===== src/rtl/moon_wave_if.sv =====
// Bundle between game-state logic and the moon wave controller.
// master: game side (frame tick, start/over, collisions).
// slave:  the wave controller driving the moon slots.
interface moon_wave_if #(
  parameter int N_MOONS = 4
);
  logic               tick;
  logic               game_start;
  logic               game_over;
  logic [N_MOONS-1:0] hit;
  logic [N_MOONS-1:0] offscreen;
  logic [N_MOONS-1:0] moon_en;
  logic [N_MOONS-1:0] moon_load;
  logic [25:0]        speed_offset;
  logic [3:0]         wave;
  logic [7:0]         kills;
  logic               wave_done;
  logic               frozen;

  modport master (
    output tick, game_start, game_over, hit, offscreen,
    input  moon_en, moon_load, speed_offset, wave, kills, wave_done, frozen
  );

  modport slave (
    input  tick, game_start, game_over, hit, offscreen,
    output moon_en, moon_load, speed_offset, wave, kills, wave_done, frozen
  );
endinterface


===== src/rtl/moon_wave_ctrl.sv =====
// Moon wave sequencer: spawns moons into free slots at a fixed tick gap,
// retires them on hit/off-screen, pauses between waves and speeds moons up.

// One moon slot: active flag plus a one-cycle reload pulse on spawn.
module moon_wave_slot (
  input  logic clk,
  input  logic reset,
  input  logic clr,
  input  logic retire,
  input  logic spawn,
  output logic en,
  output logic load
);
  // Spawn wins over a same-cycle retire so a freed slot can be reused at once.
  always_ff @(posedge clk or posedge reset) begin
    if (reset) begin
      en   <= 1'b0;
      load <= 1'b0;
    end else begin
      load <= spawn;
      if (clr)         en <= 1'b0;
      else if (spawn)  en <= 1'b1;
      else if (retire) en <= 1'b0;
    end
  end
endmodule

module moon_wave_ctrl #(
  parameter int          N_MOONS        = 4,
  parameter int          MOONS_PER_WAVE = 6,
  parameter int          SPAWN_GAP      = 30,
  parameter int          CLEAR_TICKS    = 60,
  parameter logic [25:0] BASE_OFFSET    = 26'd2000000,
  parameter logic [25:0] SPEED_STEP     = 26'd200000,
  parameter logic [25:0] MIN_OFFSET     = 26'd400000
) (
  input  logic       clk,
  input  logic       reset,
  moon_wave_if.slave bus
);
  typedef enum logic [2:0] {IDLE, SPAWN, RUN, CLEAR, HALT} state_t;

  localparam logic [7:0]  GAP_LAST   = 8'(SPAWN_GAP - 1);
  localparam logic [7:0]  CLR_LAST   = 8'(CLEAR_TICKS - 1);
  localparam logic [7:0]  LAST_SPAWN = 8'(MOONS_PER_WAVE - 1);
  // Offsets at or above this can take a full step without crossing the floor.
  localparam logic [26:0] STEP_FLOOR = {1'b0, MIN_OFFSET} + {1'b0, SPEED_STEP};

  state_t             state_q, state_d;
  logic [7:0]         gap_q, gap_d, clr_q, clr_d, spawned_q, spawned_d;
  logic               pend_q, pend_d;
  logic [25:0]        off_q, off_d, off_next;
  logic [3:0]         wave_q, wave_d;
  logic [7:0]         kills_q, kills_d, kills_sat;
  logic               done_q, done_d, frz_q, frz_d;
  logic               play, due, do_spawn, clr_all;
  logic [N_MOONS-1:0] en, load, retire, hits, free, pick, spawn_oh;
  logic [8:0]         ksum;

  // Retirement, kill count and lowest-index free slot for this cycle.
  always_comb begin
    play   = (state_q == SPAWN || state_q == RUN) && !bus.game_over;
    retire = play ? (en & (bus.hit | bus.offscreen)) : '0;
    hits   = play ? (en & bus.hit) : '0;
    free   = ~en | retire;
    ksum   = {1'b0, kills_q};
    for (int i = 0; i < N_MOONS; i++) ksum = ksum + 9'(hits[i]);
    kills_sat = (ksum > 9'd255) ? 8'd255 : ksum[7:0];
    pick = '0;
    for (int i = N_MOONS - 1; i >= 0; i--) if (free[i]) pick = N_MOONS'(1) << i;
    off_next = ({1'b0, off_q} >= STEP_FLOOR) ? (off_q - SPEED_STEP) : MIN_OFFSET;
  end

  // Next-state and datapath decisions; game_over outranks everything in play.
  always_comb begin
    state_d   = state_q;
    gap_d     = gap_q;
    clr_d     = clr_q;
    spawned_d = spawned_q;
    pend_d    = pend_q;
    off_d     = off_q;
    wave_d    = wave_q;
    kills_d   = kills_q;
    done_d    = 1'b0;
    frz_d     = frz_q;
    do_spawn  = 1'b0;
    clr_all   = 1'b0;
    due       = 1'b0;
    case (state_q)
      IDLE, HALT: begin
        if (bus.game_start) begin
          clr_all   = 1'b1;
          state_d   = SPAWN;
          wave_d    = 4'd1;
          off_d     = BASE_OFFSET;
          spawned_d = '0;
          gap_d     = '0;
          clr_d     = '0;
          pend_d    = 1'b0;
          kills_d   = '0;
          frz_d     = 1'b0;
        end
      end
      SPAWN: begin
        if (bus.game_over) begin
          state_d = HALT;
          frz_d   = 1'b1;
        end else begin
          kills_d = kills_sat;
          // A pending spawn freezes the gap counter until a slot frees.
          if (!pend_q && bus.tick) gap_d = (gap_q == GAP_LAST) ? '0 : gap_q + 8'd1;
          due = pend_q || (bus.tick && gap_q == GAP_LAST);
          if (due) begin
            if (|free) begin
              do_spawn  = 1'b1;
              pend_d    = 1'b0;
              spawned_d = spawned_q + 8'd1;
              if (spawned_q == LAST_SPAWN) state_d = RUN;
            end else begin
              pend_d = 1'b1;
            end
          end
        end
      end
      RUN: begin
        if (bus.game_over) begin
          state_d = HALT;
          frz_d   = 1'b1;
        end else begin
          kills_d = kills_sat;
          if (en == '0) begin
            done_d  = 1'b1;
            clr_d   = '0;
            state_d = CLEAR;
          end
        end
      end
      CLEAR: begin
        if (bus.game_over) begin
          state_d = HALT;
          frz_d   = 1'b1;
        end else if (bus.tick) begin
          if (clr_q == CLR_LAST) begin
            wave_d    = (wave_q == 4'd15) ? wave_q : wave_q + 4'd1;
            off_d     = off_next;
            spawned_d = '0;
            gap_d     = '0;
            pend_d    = 1'b0;
            state_d   = SPAWN;
          end else begin
            clr_d = clr_q + 8'd1;
          end
        end
      end
      default: state_d = IDLE;
    endcase
    spawn_oh = do_spawn ? pick : '0;
  end

  // State and datapath registers.
  always_ff @(posedge clk or posedge reset) begin
    if (reset) begin
      state_q   <= IDLE;
      gap_q     <= '0;
      clr_q     <= '0;
      spawned_q <= '0;
      pend_q    <= 1'b0;
      off_q     <= BASE_OFFSET;
      wave_q    <= '0;
      kills_q   <= '0;
      done_q    <= 1'b0;
      frz_q     <= 1'b0;
    end else begin
      state_q   <= state_d;
      gap_q     <= gap_d;
      clr_q     <= clr_d;
      spawned_q <= spawned_d;
      pend_q    <= pend_d;
      off_q     <= off_d;
      wave_q    <= wave_d;
      kills_q   <= kills_d;
      done_q    <= done_d;
      frz_q     <= frz_d;
    end
  end

  for (genvar g = 0; g < N_MOONS; g++) begin : g_slot
    moon_wave_slot u_slot (
      .clk    (clk),
      .reset  (reset),
      .clr    (clr_all),
      .retire (retire[g]),
      .spawn  (spawn_oh[g]),
      .en     (en[g]),
      .load   (load[g])
    );
  end

  assign bus.moon_en      = en;
  assign bus.moon_load    = load;
  assign bus.speed_offset = off_q;
  assign bus.wave         = wave_q;
  assign bus.kills        = kills_q;
  assign bus.wave_done    = done_q;
  assign bus.frozen       = frz_q;
endmodule


===== src/flat_wrapper.sv =====
// flat-port wrapper written by rule: the top's interface ports become plain ports
module moon_wave_ctrl_flat 
#(
  parameter int          N_MOONS        = 4,
  parameter int          MOONS_PER_WAVE = 6,
  parameter int          SPAWN_GAP      = 30,
  parameter int          CLEAR_TICKS    = 60,
  parameter logic [25:0] BASE_OFFSET    = 26'd2000000,
  parameter logic [25:0] SPEED_STEP     = 26'd200000,
  parameter logic [25:0] MIN_OFFSET     = 26'd400000
)
  (clk, reset, bus_tick, bus_game_start, bus_game_over, bus_hit, bus_offscreen, bus_moon_en, bus_moon_load, bus_speed_offset, bus_wave, bus_kills, bus_wave_done, bus_frozen);
  moon_wave_if #(.N_MOONS(N_MOONS)) bus_i ();
  input  logic clk;
  input  logic reset;
  input wire logic [$bits(bus_i.tick)-1:0] bus_tick;
  input wire logic [$bits(bus_i.game_start)-1:0] bus_game_start;
  input wire logic [$bits(bus_i.game_over)-1:0] bus_game_over;
  input wire logic [$bits(bus_i.hit)-1:0] bus_hit;
  input wire logic [$bits(bus_i.offscreen)-1:0] bus_offscreen;
  output wire logic [$bits(bus_i.moon_en)-1:0] bus_moon_en;
  output wire logic [$bits(bus_i.moon_load)-1:0] bus_moon_load;
  output wire logic [$bits(bus_i.speed_offset)-1:0] bus_speed_offset;
  output wire logic [$bits(bus_i.wave)-1:0] bus_wave;
  output wire logic [$bits(bus_i.kills)-1:0] bus_kills;
  output wire logic [$bits(bus_i.wave_done)-1:0] bus_wave_done;
  output wire logic [$bits(bus_i.frozen)-1:0] bus_frozen;
  assign bus_i.tick = bus_tick;
  assign bus_i.game_start = bus_game_start;
  assign bus_i.game_over = bus_game_over;
  assign bus_i.hit = bus_hit;
  assign bus_i.offscreen = bus_offscreen;
  assign bus_moon_en = bus_i.moon_en;
  assign bus_moon_load = bus_i.moon_load;
  assign bus_speed_offset = bus_i.speed_offset;
  assign bus_wave = bus_i.wave;
  assign bus_kills = bus_i.kills;
  assign bus_wave_done = bus_i.wave_done;
  assign bus_frozen = bus_i.frozen;
  moon_wave_ctrl #(.N_MOONS(N_MOONS), .MOONS_PER_WAVE(MOONS_PER_WAVE), .SPAWN_GAP(SPAWN_GAP), .CLEAR_TICKS(CLEAR_TICKS), .BASE_OFFSET(BASE_OFFSET), .SPEED_STEP(SPEED_STEP), .MIN_OFFSET(MIN_OFFSET)) u_core (.clk(clk), .reset(reset), .bus(bus_i));
endmodule

===== config.mk =====
export PLATFORM = sky130hd
export DESIGN_NAME = moon_wave_ctrl_flat
export DESIGN_NICKNAME = d
export VERILOG_FILES = /design/src/rtl/moon_wave_if.sv /design/src/rtl/moon_wave_ctrl.sv /design/src/flat_wrapper.sv
export SDC_FILE = /design/constraint.sdc
export NUM_CORES = 1
export LEC_CHECK = 0
export BUFFER_PORTS_ARGS = -buffer_cell sky130_fd_sc_hd__buf_2
export CAP_MARGIN = 20
export CORE_MARGIN = 3
export CORE_UTILIZATION = 55
export CTS_CLUSTER_SIZE = 8
export DETAILED_ROUTE_END_ITERATION = 10
export PLACE_DENSITY = 0.8
export SLEW_MARGIN = 10
export SYNTH_ARGS = -nofsm -noshare
export SYNTH_HDL_FRONTEND = slang
export SYNTH_HIERARCHICAL = 1
export SYNTH_SLANG_ARGS = --single-unit

===== constraint.sdc =====
create_clock -name clk -period 8.66 [get_ports clk]
set_input_delay 0.866 -clock clk [delete_from_list [all_inputs] [get_ports clk]]
set_output_delay 0.866 -clock clk [all_outputs]
set_load 0.02 [all_outputs]

[Word-level counts from Yosys, hierarchy flattened]
Cells that the tools add are included.
Operators by class
  reductions and logical operators: 31
  bitwise operators: 5
  magnitude comparators: 2
  equality and inequality tests: 28
  mux-type cells: 82
  $add $sub $neg: 9
Operators with widths (count)
  8-bit 2-to-1 mux: 17
  26-bit 2-to-1 mux: 5
  8-bit case mux with 3 select lines: 3
  26-bit case mux with 2 select lines: 1
  4-bit 2-to-1 mux: 12
  3-bit 2-to-1 mux: 10
  1-bit 2-to-1 mux: 29
  7-bit AND reduction: 4
  9-bit by 1-bit adder with 9-bit output: 3
  26-bit by 20-bit >= comparator with 1-bit output (second input constant): 1
  26-bit by 18-bit subtractor with 26-bit output (second input constant): 1
  8-bit by 1-bit adder with 8-bit output (second input constant): 3
  2-bit inequality test (second input constant): 12
  3-bit nonzero test: 6
  8-bit case mux with 2 select lines: 1
  3-bit inequality test (second input constant): 5
  3-bit case mux with 4 select lines: 1
  8-bit by 1-bit adder with 9-bit output: 1
  9-bit by 8-bit > comparator with 1-bit output (second input constant): 1
  4-bit bitwise AND: 2
  8-bit by 3-bit equality test with 1-bit output (second input constant): 1
  8-bit by 5-bit equality test with 1-bit output (second input constant): 1
  8-bit by 6-bit equality test with 1-bit output (second input constant): 1
  4-bit OR: 2
  other kinds (24): 34
Word-level totals
  input bits: 13
  bits in registers: 76
  word-level logic and storage cells: 175

[Longest topological paths before layout]
  depth in word-level cells: 13
  mapped depth: 16

[By module]
The synthesis kept the hierarchy.
Modules (own cells, without submodules)
  moon_wave_ctrl: times used 1, area each 4159.0 sq um, cells an instance 465
  moon_wave_slot: times used 4, area each 72.6 sq um, cells an instance 6

[Worst setup path after synthesis]
No wires, ideal clock.
  kind: input-to-reg
  from: input bus_game_over
  to: register u_core.kills_q[3] (netlist: u_core/bus.kills[3])
  arrival: 3.993 ns
  slack: 4.572 ns
  required time: 8.565 ns
  stages: 15
  path buffers: 3
  cell sequence: nor2_1 -> and2_1 -> clkbuf_1 -> buf_2 -> nand3_1 -> fa_1 -> fa_1 -> inv_1 -> fa_1 -> nand2_1 -> or3_1 -> clkbuf_1 -> a21oi_1 -> nor2_1 -> a211oi_1
On the way
  longest elaborated chain between the ends: 11
  elaborated cells on any way between the ends: 13
  classes of those cells: add/sub (4); order compare (1); eq/ne (1); mux (4); reduce/logical (3)
RTL lines
  start, declared: RTL line flat_wrapper.sv:18  | input wire logic [$bits(bus_i.game_over)-1:0] bus_game_over;
  1-bit zero test: RTL line moon_wave_ctrl.sv:62  | play = (state_q == SPAWN || state_q == RUN) && !bus.game_over;
  1-bit logical AND: RTL line moon_wave_ctrl.sv:62
  4-bit 2-to-1 mux: RTL line moon_wave_ctrl.sv:64  | hits = play ? (en & bus.hit) : '0;
  8-bit by 1-bit adder with 9-bit output: RTL line moon_wave_ctrl.sv:67  | for (int i = 0; i < N_MOONS; i++) ksum = ksum + 9'(hits[i]);
  9-bit by 1-bit adder with 9-bit output (3 in a row): RTL line moon_wave_ctrl.sv:67
  9-bit by 8-bit > comparator with 1-bit output: RTL line moon_wave_ctrl.sv:68  | kills_sat = (ksum > 9'd255) ? 8'd255 : ksum[7:0];
  8-bit 2-to-1 mux: RTL line moon_wave_ctrl.sv:68
  8-bit 2-to-1 mux: RTL line moon_wave_ctrl.sv:105, moon_wave_ctrl.sv:126
  8-bit case mux with 2 select lines: RTL line moon_wave_ctrl.sv:89  | case (state_q)
  end signal, assigned: RTL line moon_wave_ctrl.sv:181  | kills_q <= kills_d;
  end, declared: RTL line moon_wave_ctrl.sv:54  | logic [7:0] kills_q, kills_d, kills_sat;
Several ways; a longest one is shown, not always the timed one. The select of a mux whose other input is x is not followed.
A chain may end at the register's enable or synchronous reset.

[Worst setup path in the final report]
Same ends and word-level chain as after synthesis.

==> results.ini <==
[cts]
cts_tree=done
post_cts_buffers=0
cts_root_buf=clkbuf_8
ctsResizeCount=0
htreeDepth=3
clockBufferDepth=2
cts_hold_buffers=0
clkTransAtPathRegs_ps=70
clock_latency_ps=340
cts_sinks=70
cts_made_buffers=9

[logic_synthesis]
synth_edf_count=0
seq_area_frac_synth=0.396
synth_xor_area_frac=0.00197
synthCells=489
yosys_warnings=6
synthDistinctLibCells=84
synth_adder_area_share=0.0416
yosysTopAreaCell=dfrtp_1
async_flop_share=1.00
ys_ff_latch=70
syn_area_sq_mm=0.00445
synth_flop_cell=dfrtp_1
syn_area_per_cell_sq_um=9.10
synthTopCellsByArea=dfrtp_1 (35%), dfstp_2 (4.1%), nand3_1 (3.7%), o21ai_0 (3.5%), a21oi_1 (3.4%)
synth_compound_area_frac=0.253
synth-simple-area-share=0.251
synth_mux_area_frac=0
synth_top_area_frac=0.354
synth_top_family_by_area=compound AO/OA/AOI/OAI gates

[global_routing]
antenna_found_initial=0
grt_pass1_wl_mm=17.6
grt_usage=0.242
grt_max_degree=63
gr-total-overflow=0
first_global_vias=3844

[setup_path]
worstSetupPathType=input pin to register
crit_arrival_ps=4440
crit_required_ps=8900
critPathLaunchType=input pin
worstSetupEndpointType=register
crit_fanout=17

[floorplanning]
initial_core_util=0.570
rows=32
die_h_um=95.9
dieArea_sq_mm=0.00920
core_sq_mm=0.00781
num_io_pins=61
fp.dieW_um=95.9

[layout]
final_common_cell=dfrtp_1
final_nets=560
syn_to_final_growth_pct=10.6
final_util=0.630
n_fill_cell=655
drive_gt1_frac=0.208
fin_cells=641
multi_input_area_sq_mm=0.00246
antennaDiodeCount=0
final_cell_mix=dfrtp_1 (63), buf_2 (54), nor2_1 (38), nand3_1 (33), o21ai_0 (31)
final-seq-area_sq_mm=0.00176

[pwr]
vdd_drop_max_mv=0.114
p_leak_nw=2.19
power.net_switching_w=0.000257
power_density_mw_per_mm2=161
comb_power_share=0.206
swShare=0.325
pwr-share-seq=0.469
clockPowerShare=0.325
internal-power_w=0.000535

[sta]
rsz0062_at_grt=no
setup_tns_ps=0
slew_headroom=0.314
fin_crit_ps=4200
hold_viol=0
report.final.setup_viol=0
skew_ps=9.72
timing.fmax_ghz=0.238
final_max_slew_viol_count=0
finalCritPeriodShare=0.485
tightest_slew_ps=1030

[place]
io_buffer_count=54
dpl.hpwl_mm=7.52
placedCellCount=625
gp_congestion=0.829

[min_path]
hold_class=input pin to async pin

[drt]
drt_wl_total_mm=10.7
detail_route.wl_per_cell_um=16.7
drc_errors=0
avgViaCountPerCell=6.33
via_count=4059
ant_nets=0
drt_iter0_drc=302
firstDrtPassIters=6

[run_status]
outcome=completed

[flow_run]
cap_violations=0

## cells by family after synthesis
| family | count (synthesis) |
|---|---|
| and+or+nand+nor | 196 |
| AOI/OAI and AO/OA | 156 |
| DFF | 70 |
| buffers and inverters | 52 |
| adders and majority gates | 13 |
| xor gates and xnor gates | 1 |
| other | 1 |
## flip-flops by register name, summed over array words and instances, names as in the netlist
register                   count
u_core/g_slot.u_slot/en        4
u_core/clr_q                   8
u_core/bus.wave                4
u_core/spawned_q               8
u_core/g_slot.u_slot/load      4
u_core/bus.speed_offset       20
u_core/bus.wave_done           1
u_core/state_q                 3
u_core/bus.kills               8
u_core/pend_q                  1
u_core/bus.frozen              1
u_core/gap_q                   8
## per-layer routing
layer / wire (um) / GRT usage / vias to the layer above
met3: 591 / 0.0602 / 23
met4: 191 / 0.0699 / 0
met1: 4610 / 0.310 / 1989
li1: - / - / 1901
met2: 5290 / 0.405 / 146
met5: 0 / 0 / -
## cells in the mapped netlist, types with 6 or more instances
cell type / n
dfrtp_1: 63
nor2_1: 38
nand3_1: 33
o21ai_0: 31
a21oi_1: 30
nand2_1: 28
inv_1: 24
a31oi_1: 13
nor3_1: 13
o31ai_1: 13
clkbuf_1: 11
ha_1: 10
nand2b_1: 10
and3_1: 8
o211ai_1: 8
buf_2: 7
buf_4: 7
dfstp_2: 7
nor2b_1: 7
o21a_1: 7
or2_2: 6
or3_1: 6
or4_1: 6
## through the flow
step | setup WS, ps | power, W | hold WS [ps] | cell area, sq um
4_1_cts | 4480 | 0.000797 | 399 | 4920
5_1_grt | 4230 | 0.000836 | 394 | 4920
3_5_place_dp | 4120 | 0.000538 | 488 | 4730
2_1_floorplan | 4570 | 0.000501 | 461 | 4470
6_report | 4460 | 0.000792 | 408 | 4920
3_3_place_gp | 4340 | 0.000530 | 484 | 4730
## power groups by stage
| stage | sequential (W) | clock, W | combinational, W |
|---|---|---|---|
| floorplan | 0.000373 | 0 | 0.000127 |
| global placement | 0.000376 | 0 | 0.000154 |
| detailed placement | 0.000377 | 0 | 0.000161 |
| CTS | 0.000371 | 0.000263 | 0.000163 |
| global route | 0.000375 | 0.000278 | 0.000183 |
| finish | 0.000372 | 0.000257 | 0.000163 |
## layout make-up
type,count,share of cell area
inverter,25,0.0191
multi-input combinational,372,0.501
clock inverter,6,0.0127
timing repair buffer,56,0.0580
clock buffer,10,0.0259
tap,102,0.0259
sequential,70,0.358
## critical path, cell delays in order
cell	delay (ps)
buf_2	140
nor2_1	340
and2_1	530
nand3_1	180
fa_1	520
fa_1	470
inv_1	90
fa_1	200
nand2_1	110
or3_1	510
a21oi_1	170
nor2_1	50
a211oi_1	240
## final timing paths
check / slack [ps] / cells after the start / from / end
hold / removal: 410 / 2 / reset / u_core/g_slot[3].u_slot/en$_DFFE_PP0P_
setup / recovery: 4460 / 13 / bus_game_over / u_core/bus.kills[3]$_DFFE_PP0P_
setup reg to reg: 4550 / 12 / u_core/state_q[0]$_DFFE_PP0P_ / u_core/bus.kills[3]$_DFFE_PP0P_
max in group asynchronous: 7340 / 3 / reset / u_core/bus.speed_offset[23]$_DFFE_PP0P_
hold reg to reg: 500 / 1 / u_core/gap_q[4]$_DFFE_PP0P_ / u_core/gap_q[4]$_DFFE_PP0P_
min in group clk: 500 / 1 / u_core/gap_q[4]$_DFFE_PP0P_ / u_core/gap_q[4]$_DFFE_PP0P_
Note: power is estimated with default switching activity, not from simulation.
